## src/rtl/alu_req_issuer.sv

```systemverilog
// Request FIFO and one-at-a-time issue sequencer feeding the ALU, with a held response register.
// Optional ALU_CMD_FILTER_EN: reject out-of-range commands locally with an error response instead of issuing.
module alu_req_issuer #(
  parameter int WIDTH = 8,
  parameter int C_W   = 4,
  parameter int DEPTH = 4
) (
  input  logic             CLK,
  input  logic             RST,
  input  logic             REQ_VALID,
  output logic             REQ_READY,
  input  logic [WIDTH-1:0] REQ_OPA,
  input  logic [WIDTH-1:0] REQ_OPB,
  input  logic [C_W-1:0]   REQ_CMD,
  input  logic             REQ_MODE,
  input  logic             REQ_CIN,
  input  logic [1:0]       REQ_INP_VALID,
  output logic [WIDTH-1:0] OPA,
  output logic [WIDTH-1:0] OPB,
  output logic [C_W-1:0]   CMD,
  output logic             MODE,
  output logic             CIN,
  output logic             CE,
  output logic [1:0]       INP_VALID,
  input  logic [WIDTH:0]   RES,
  input  logic             ERR,
  input  logic             OFLOW,
  input  logic             COUT,
  input  logic             G,
  input  logic             L,
  input  logic             E,
  output logic             RSP_VALID,
  input  logic             RSP_READY,
  output logic [WIDTH:0]   RSP_RES,
  output logic             RSP_ERR,
  output logic             RSP_OFLOW,
  output logic             RSP_COUT,
  output logic             RSP_G,
  output logic             RSP_L,
  output logic             RSP_E
);

  localparam int AW = (DEPTH > 1) ? $clog2(DEPTH) : 1;

  typedef struct packed {
    logic [WIDTH-1:0] opa;
    logic [WIDTH-1:0] opb;
    logic [C_W-1:0]   cmd;
    logic             mode;
    logic             cin;
    logic [1:0]       inp_valid;
  } req_t;

  typedef enum logic [1:0] {IDLE, ISSUE, WAIT, RESP} state_t;

  req_t          fifo_mem [DEPTH];
  logic [AW-1:0] wr_ptr, rd_ptr;
  logic [AW:0]   count, count_nxt;
  logic          req_ready_r;
  logic          push, pop, can_pop;
  req_t          req_in, head, iss_p0;
  logic [1:0]    lat_cnt_p0;
  state_t        state, state_nxt;
  logic          cap_rsp, flt_rsp, rel_rsp;

  logic             vld_p1;
  logic [WIDTH:0]   rsp_res_p1;
  logic [5:0]       rsp_flags_p1;

  // Edges after the CE-sampling edge minus one; multiply-class ops take one extra.
  function automatic logic [1:0] lat_m1(input logic mode, input logic [C_W-1:0] cmd);
    return (mode && (cmd == C_W'(9) || cmd == C_W'(10))) ? 2'd2 : 2'd1;
  endfunction

`ifdef ALU_CMD_FILTER_EN
  function automatic logic cmd_illegal(input logic mode, input logic [C_W-1:0] cmd);
    return mode ? (cmd > C_W'(10)) : (cmd > C_W'(13));
  endfunction
`endif

  assign req_in    = '{REQ_OPA, REQ_OPB, REQ_CMD, REQ_MODE, REQ_CIN, REQ_INP_VALID};
  assign push      = REQ_VALID && req_ready_r;
  assign REQ_READY = req_ready_r;
  // An empty FIFO forwards the incoming request so an idle issuer can start on the accept edge.
  assign can_pop   = (count != '0) || push;
  assign head      = (count == '0) ? req_in : fifo_mem[rd_ptr];

  always_comb begin
    count_nxt = count;
    if (push && !pop)      count_nxt = count + 1'b1;
    else if (!push && pop) count_nxt = count - 1'b1;
  end

  always_ff @(posedge CLK) begin
    if (RST) begin
      wr_ptr      <= '0;
      rd_ptr      <= '0;
      count       <= '0;
      req_ready_r <= 1'b0;
    end else begin
      if (push) wr_ptr <= wr_ptr + 1'b1;
      if (pop)  rd_ptr <= rd_ptr + 1'b1;
      count       <= count_nxt;
      req_ready_r <= (count_nxt != (AW+1)'(DEPTH));
    end
  end

  // Stage p0: FIFO storage, issue register and latency counter
  always_ff @(posedge CLK) begin
    if (push) fifo_mem[wr_ptr] <= req_in;
    if (pop)  iss_p0 <= head;
    if (state == ISSUE)
      lat_cnt_p0 <= lat_m1(iss_p0.mode, iss_p0.cmd);
    else if (state == WAIT && lat_cnt_p0 != 2'd0)
      lat_cnt_p0 <= lat_cnt_p0 - 1'b1;
  end

  always_ff @(posedge CLK) begin
    if (RST) state <= IDLE;
    else     state <= state_nxt;
  end

  always_comb begin
    state_nxt = state;
    pop       = 1'b0;
    cap_rsp   = 1'b0;
    flt_rsp   = 1'b0;
    rel_rsp   = 1'b0;
    OPA       = '0;
    OPB       = '0;
    CMD       = '0;
    MODE      = 1'b0;
    CIN       = 1'b0;
    CE        = 1'b0;
    INP_VALID = 2'b00;
    case (state)
      IDLE: begin
        if (can_pop) begin
          pop = 1'b1;
`ifdef ALU_CMD_FILTER_EN
          if (cmd_illegal(head.mode, head.cmd)) begin
            flt_rsp   = 1'b1;
            state_nxt = RESP;
          end else begin
            state_nxt = ISSUE;
          end
`else
          state_nxt = ISSUE;
`endif
        end
      end
      ISSUE: begin
        OPA       = iss_p0.opa;
        OPB       = iss_p0.opb;
        CMD       = iss_p0.cmd;
        MODE      = iss_p0.mode;
        CIN       = iss_p0.cin;
        INP_VALID = iss_p0.inp_valid;
        CE        = 1'b1;
        state_nxt = WAIT;
      end
      WAIT: begin
        if (lat_cnt_p0 == 2'd0) begin
          cap_rsp   = 1'b1;
          state_nxt = RESP;
        end
      end
      RESP: begin
        if (RSP_READY) begin
          rel_rsp   = 1'b1;
          state_nxt = IDLE;
        end
      end
      default: state_nxt = IDLE;
    endcase
  end

  // Stage p1: response register, held until the consumer takes it
  always_ff @(posedge CLK) begin
    if (RST) begin
      vld_p1       <= 1'b0;
      rsp_res_p1   <= '0;
      rsp_flags_p1 <= '0;
    end else if (cap_rsp) begin
      vld_p1       <= 1'b1;
      rsp_res_p1   <= RES;
      rsp_flags_p1 <= {ERR, OFLOW, COUT, G, L, E};
    end else if (flt_rsp) begin
      vld_p1       <= 1'b1;
      rsp_res_p1   <= '0;
      rsp_flags_p1 <= 6'b100000;
    end else if (rel_rsp) begin
      vld_p1       <= 1'b0;
    end
  end

  assign RSP_VALID = vld_p1;
  assign RSP_RES   = rsp_res_p1;
  assign {RSP_ERR, RSP_OFLOW, RSP_COUT, RSP_G, RSP_L, RSP_E} = rsp_flags_p1;

endmodule

```

## config.mk

```make
export PLATFORM = sky130hd
export DESIGN_NAME = alu_req_issuer
export DESIGN_NICKNAME = d
export VERILOG_FILES = /design/src/rtl/alu_req_issuer.sv
export SDC_FILE = /design/constraint.sdc
export NUM_CORES = 1
export LEC_CHECK = 0
export BUFFER_PORTS_ARGS = -buffer_cell sky130_fd_sc_hd__buf_2
export CAP_MARGIN = 25
export CORE_MARGIN = 2
export CORE_UTILIZATION = 32
export DETAILED_ROUTE_END_ITERATION = 10
export HOLD_SLACK_MARGIN = 0.08
export PLACE_DENSITY = 0.59
export SKIP_CTS_REPAIR_TIMING = 1
export SYNTH_ARGS = -nofsm -noshare
export SYNTH_HDL_FRONTEND = slang
export SYNTH_SLANG_ARGS = --single-unit
```

## constraint.sdc

```tcl
create_clock -name CLK -period 5.2 [get_ports CLK]
set_input_delay 1.04 -clock CLK [delete_from_list [all_inputs] [get_ports CLK]]
set_output_delay 1.04 -clock CLK [all_outputs]
set_load 0.1 [all_outputs]
```

==> impl_metrics.xml <==
<?xml version="1.0" encoding="UTF-8"?>
<metrics>
  <group name="status">
    <metric name="outcome" unit="">finished, final reports clean</metric>
  </group>
  <group name="synth">
    <metric name="synth_seq_area_share" unit="%">70.19</metric>
    <metric name="synthesis.area_per_instance" unit="um2">14.43</metric>
    <metric name="syn-cell-area" unit="um2">6018</metric>
    <metric name="synth_enable_flop_cells" unit="">122</metric>
    <metric name="netlist.area_leader.share" unit="%">60.87</metric>
    <metric name="yosysTopAreaCell" unit="">edfxtp_1</metric>
    <metric name="synthesis.nets" unit="">472</metric>
    <metric name="async_flop_share" unit="%">0</metric>
    <metric name="number_of_synthesized_register_bits" unit="">150</metric>
    <metric name="post_synth_main_area_contributors" unit="">edfxtp_1 61%, dfxtp_1 9.3%, mux4_2 9.0%</metric>
    <metric name="synth_cell_type_count" unit="">36</metric>
    <metric name="syn_inst" unit="">417</metric>
    <metric name="synth_warnings" unit="">0</metric>
    <metric name="dominantRegCellSynth" unit="">edfxtp_1</metric>
  </group>
  <group name="job">
    <metric name="maxCapViolations" unit="">0</metric>
  </group>
  <group name="global_routing">
    <metric name="gr-max-usage-layer" unit="">met2</metric>
    <metric name="groute.layer.met1.usage" unit="%">15.94</metric>
    <metric name="largest_net_degree_at_the_start_of_global_routing" unit="">28</metric>
    <metric name="grt_remaining_overflow" unit="">0</metric>
    <metric name="first_global_vias" unit="">3536</metric>
    <metric name="grtUsageTotal" unit="%">12.75</metric>
    <metric name="grt_use_met2" unit="%">21.13</metric>
    <metric name="number_of_antenna_violations_at_the_first_check_in_global_routing" unit="">1</metric>
    <metric name="wire_length_of_the_first_global_routing_pass" unit="um">19120</metric>
    <metric name="groute.layer.met3.usage" unit="%">3.635</metric>
  </group>
  <group name="power">
    <metric name="peakVddDrop" unit="mV">0.3123</metric>
    <metric name="totalPowerFinal" unit="mW">4.726</metric>
    <metric name="power_density" unit="nW/um2">643.0</metric>
    <metric name="leakage" unit="nW">2.810</metric>
  </group>
  <group name="floorplan">
    <metric name="floorplan_core_area" unit="um2">18580</metric>
    <metric name="fp-row-count" unit="">50</metric>
    <metric name="die-area" unit="um2">19920</metric>
    <metric name="die_w" unit="um">141.1</metric>
    <metric name="floorplan.io_pins" unit="">85</metric>
    <metric name="dieHeight" unit="um">141.1</metric>
    <metric name="initial_utilization" unit="%">32.39</metric>
  </group>
  <group name="layout">
    <metric name="layout-drive-gt1-share" unit="%">29.37</metric>
    <metric name="layout_commonest_cell" unit="">edfxtp_1</metric>
    <metric name="num-fill-cells" unit="">1707</metric>
    <metric name="syn2layout_area_growth" unit="%">22.12</metric>
    <metric name="final_cell_mix" unit="">122 x edfxtp_1, 109 x nand2_1, 84 x buf_2, 27 x dfxtp_1</metric>
    <metric name="final_nets" unit="">563</metric>
    <metric name="stdcell_count" unit="">756</metric>
    <metric name="final_cell_area" unit="um2">7350</metric>
  </group>
  <group name="setup_path">
    <metric name="timing.critical_path.required" unit="ns">4.16</metric>
    <metric name="critPathKind" unit="">flop to output port</metric>
    <metric name="worst_setup_path_start_kind" unit="">flop</metric>
    <metric name="setup.worst_path.end_class" unit="">output port</metric>
    <metric name="cp.arrival" unit="ns">2.20</metric>
    <metric name="cp_max_fo" unit="">17</metric>
    <metric name="rr_worst_depth" unit="">7</metric>
  </group>
  <group name="clocking">
    <metric name="cts_buffer_depth" unit="">2</metric>
    <metric name="clock_latency_reported_for_the_late_side_of_the_worst_skew_pair" unit="ns">0.43</metric>
    <metric name="clkSinkCount" unit="">150</metric>
    <metric name="htree_num_levels" unit="">4</metric>
    <metric name="clk_pin_slew" unit="ns">0.06</metric>
    <metric name="tritoncts" unit="">built</metric>
    <metric name="cts_buffers" unit="">17</metric>
    <metric name="clock_tree_root" unit="">clkbuf_16</metric>
  </group>
  <group name="drt">
    <metric name="vias" unit="">3484</metric>
    <metric name="detailedRoute.firstPassIterationCount" unit="">6</metric>
    <metric name="drt_first_iter_violations" unit="">205</metric>
    <metric name="total_wirelength_of_the_detailed_routed_design" unit="um">12340</metric>
    <metric name="drt_drc_violations_left" unit="">0</metric>
    <metric name="post_drt_wl_per_cell" unit="um">16.32</metric>
    <metric name="route.antenna.remaining_nets" unit="">0</metric>
    <metric name="post_drt_via_cell_ratio" unit="">4.608</metric>
  </group>
  <group name="sta">
    <metric name="maxClockFrequency" unit="MHz">309.1</metric>
    <metric name="finalSetupViolCount" unit="">0</metric>
    <metric name="timing_worst_slew_pin_value" unit="ns">0.8939</metric>
    <metric name="final_hold_slack" unit="ns">0.4546</metric>
    <metric name="max-slew-margin-rel" unit="%">40.40</metric>
    <metric name="timing_max_transition_violations_final" unit="">0</metric>
    <metric name="finalCriticalPeriod" unit="ns">3.235</metric>
    <metric name="finalHoldViolCount" unit="">0</metric>
    <metric name="rsz_0062_raised_after_global_routing" unit="">no</metric>
    <metric name="clock_skew" unit="ns">0.01427</metric>
    <metric name="totalNegativeSetupSlack" unit="ns">0</metric>
    <metric name="finalCritPeriodShare" unit="%">62.21</metric>
  </group>
  <group name="placed_design">
    <metric name="place.gp.congestion" unit="">0.7207</metric>
    <metric name="post-place-cells" unit="">722</metric>
    <metric name="dp.final_hpwl" unit="um">7878</metric>
    <metric name="dpl-instance-area" unit="um2">6714</metric>
    <metric name="numPortBuffers" unit="">84</metric>
  </group>
  <group name="hold_path">
    <metric name="whs_path_depth" unit="">2</metric>
    <metric name="min-delay-path-class" unit="">flop to flop</metric>
  </group>
</metrics>
==> critical path: stages, from the launching register on <==
cell,delay (ns)
dfxtp_1,0.34
inv_1,0.09
ha_1,0.54
buf_8,0.23
and2_1,0.14
buf_2,0.42
==> cells by family (layout without fill, tap and decap cells) <==
kind of cell / after synthesis / count (layout) / share of synthesized area (%)
AND/OR/NAND/NOR: 155 / 155 / 11.33
other: 0 / 1 / 0
buffers and inverters: 35 / 139 / 2.474
XOR/XNOR: 5 / 5 / 0.7276
AO/OA/AOI/OAI: 35 / 35 / 3.639
flip-flops: 150 / 150 / 70.19
multiplexers: 25 / 25 / 9.148
adder cells (fa/ha/maj): 12 / 12 / 2.495
==> sequential cells by signal (all words and copies together), names as in the netlist, named ones only <==
name          count
RSP_RES           9
count             3
REQ_READY         1
rsp_flags_p1      6
RSP_VALID         1
lat_cnt_p0        2
iss_p0           24
wr_ptr            2
state             2
fifo_mem         96
rd_ptr            2
==> synth_stat cells (all sizes together) (2+ instances only) <==
| cell type | instances |
|---|---|
| nor2 | 10 |
| clkbuf | 14 |
| inv | 14 |
| a31oi | 2 |
| ha | 12 |
| a21boi | 2 |
| nand2 | 109 |
| buf | 7 |
| and2 | 26 |
| mux4 | 24 |
| xnor2 | 4 |
| edfxtp | 122 |
| o21ai | 2 |
| dfxtp | 28 |
| nor2b | 2 |
| and3 | 4 |
| a21oi | 22 |
==> power by group <==
group / internal (mW) / total, mW / switching [mW]
Clock: 0.761 / 1.25 / 0.488
Combinational: 0.493 / 1.77 / 1.28
Sequential: 1.59 / 1.71 / 0.118
Total: 2.84 / 4.73 / 1.88
==> per-layer routing <==
layer	share of wire [%]	wire, um	vias up
li1	-	-	1675
met1	45	5592	1710
met2	49	6050	90
met3	4.8	595	9
met4	0.83	103	0
met5	0	0	-
==> through the flow <==
stage	util [%]	setup slack, ns
3_5_place_dp	36.13	2.362
3_3_place_gp	36.05	2.175
6_report	39.56	1.965
5_1_grt	39.54	1.827
4_1_cts	39.39	1.903
2_1_floorplan	-	1.822
==> final timing paths <==
path               from          to  slack [ns]
max            state[1]         CIN        1.96
min          RSP_RES[2]  RSP_RES[2]        0.45
max reg2reg    count[1]   REQ_READY        2.99
min reg2reg  RSP_RES[2]  RSP_RES[2]        0.45
==> final cells by class <==
type	instances	area, um2	area share (%)
Sequential cell	150	4225	57.49
Multi-Input combinational cell	232	1655	22.52
Timing Repair Buffer	93	515.5	7.014
Clock buffer	19	432.9	5.890
Tap cell	234	292.8	3.984
Clock inverter	13	172.7	2.349
Inverter	14	52.55	0.7150
Antenna cell	1	2.502	0.03405
Power figures use the tool's default switching activity.
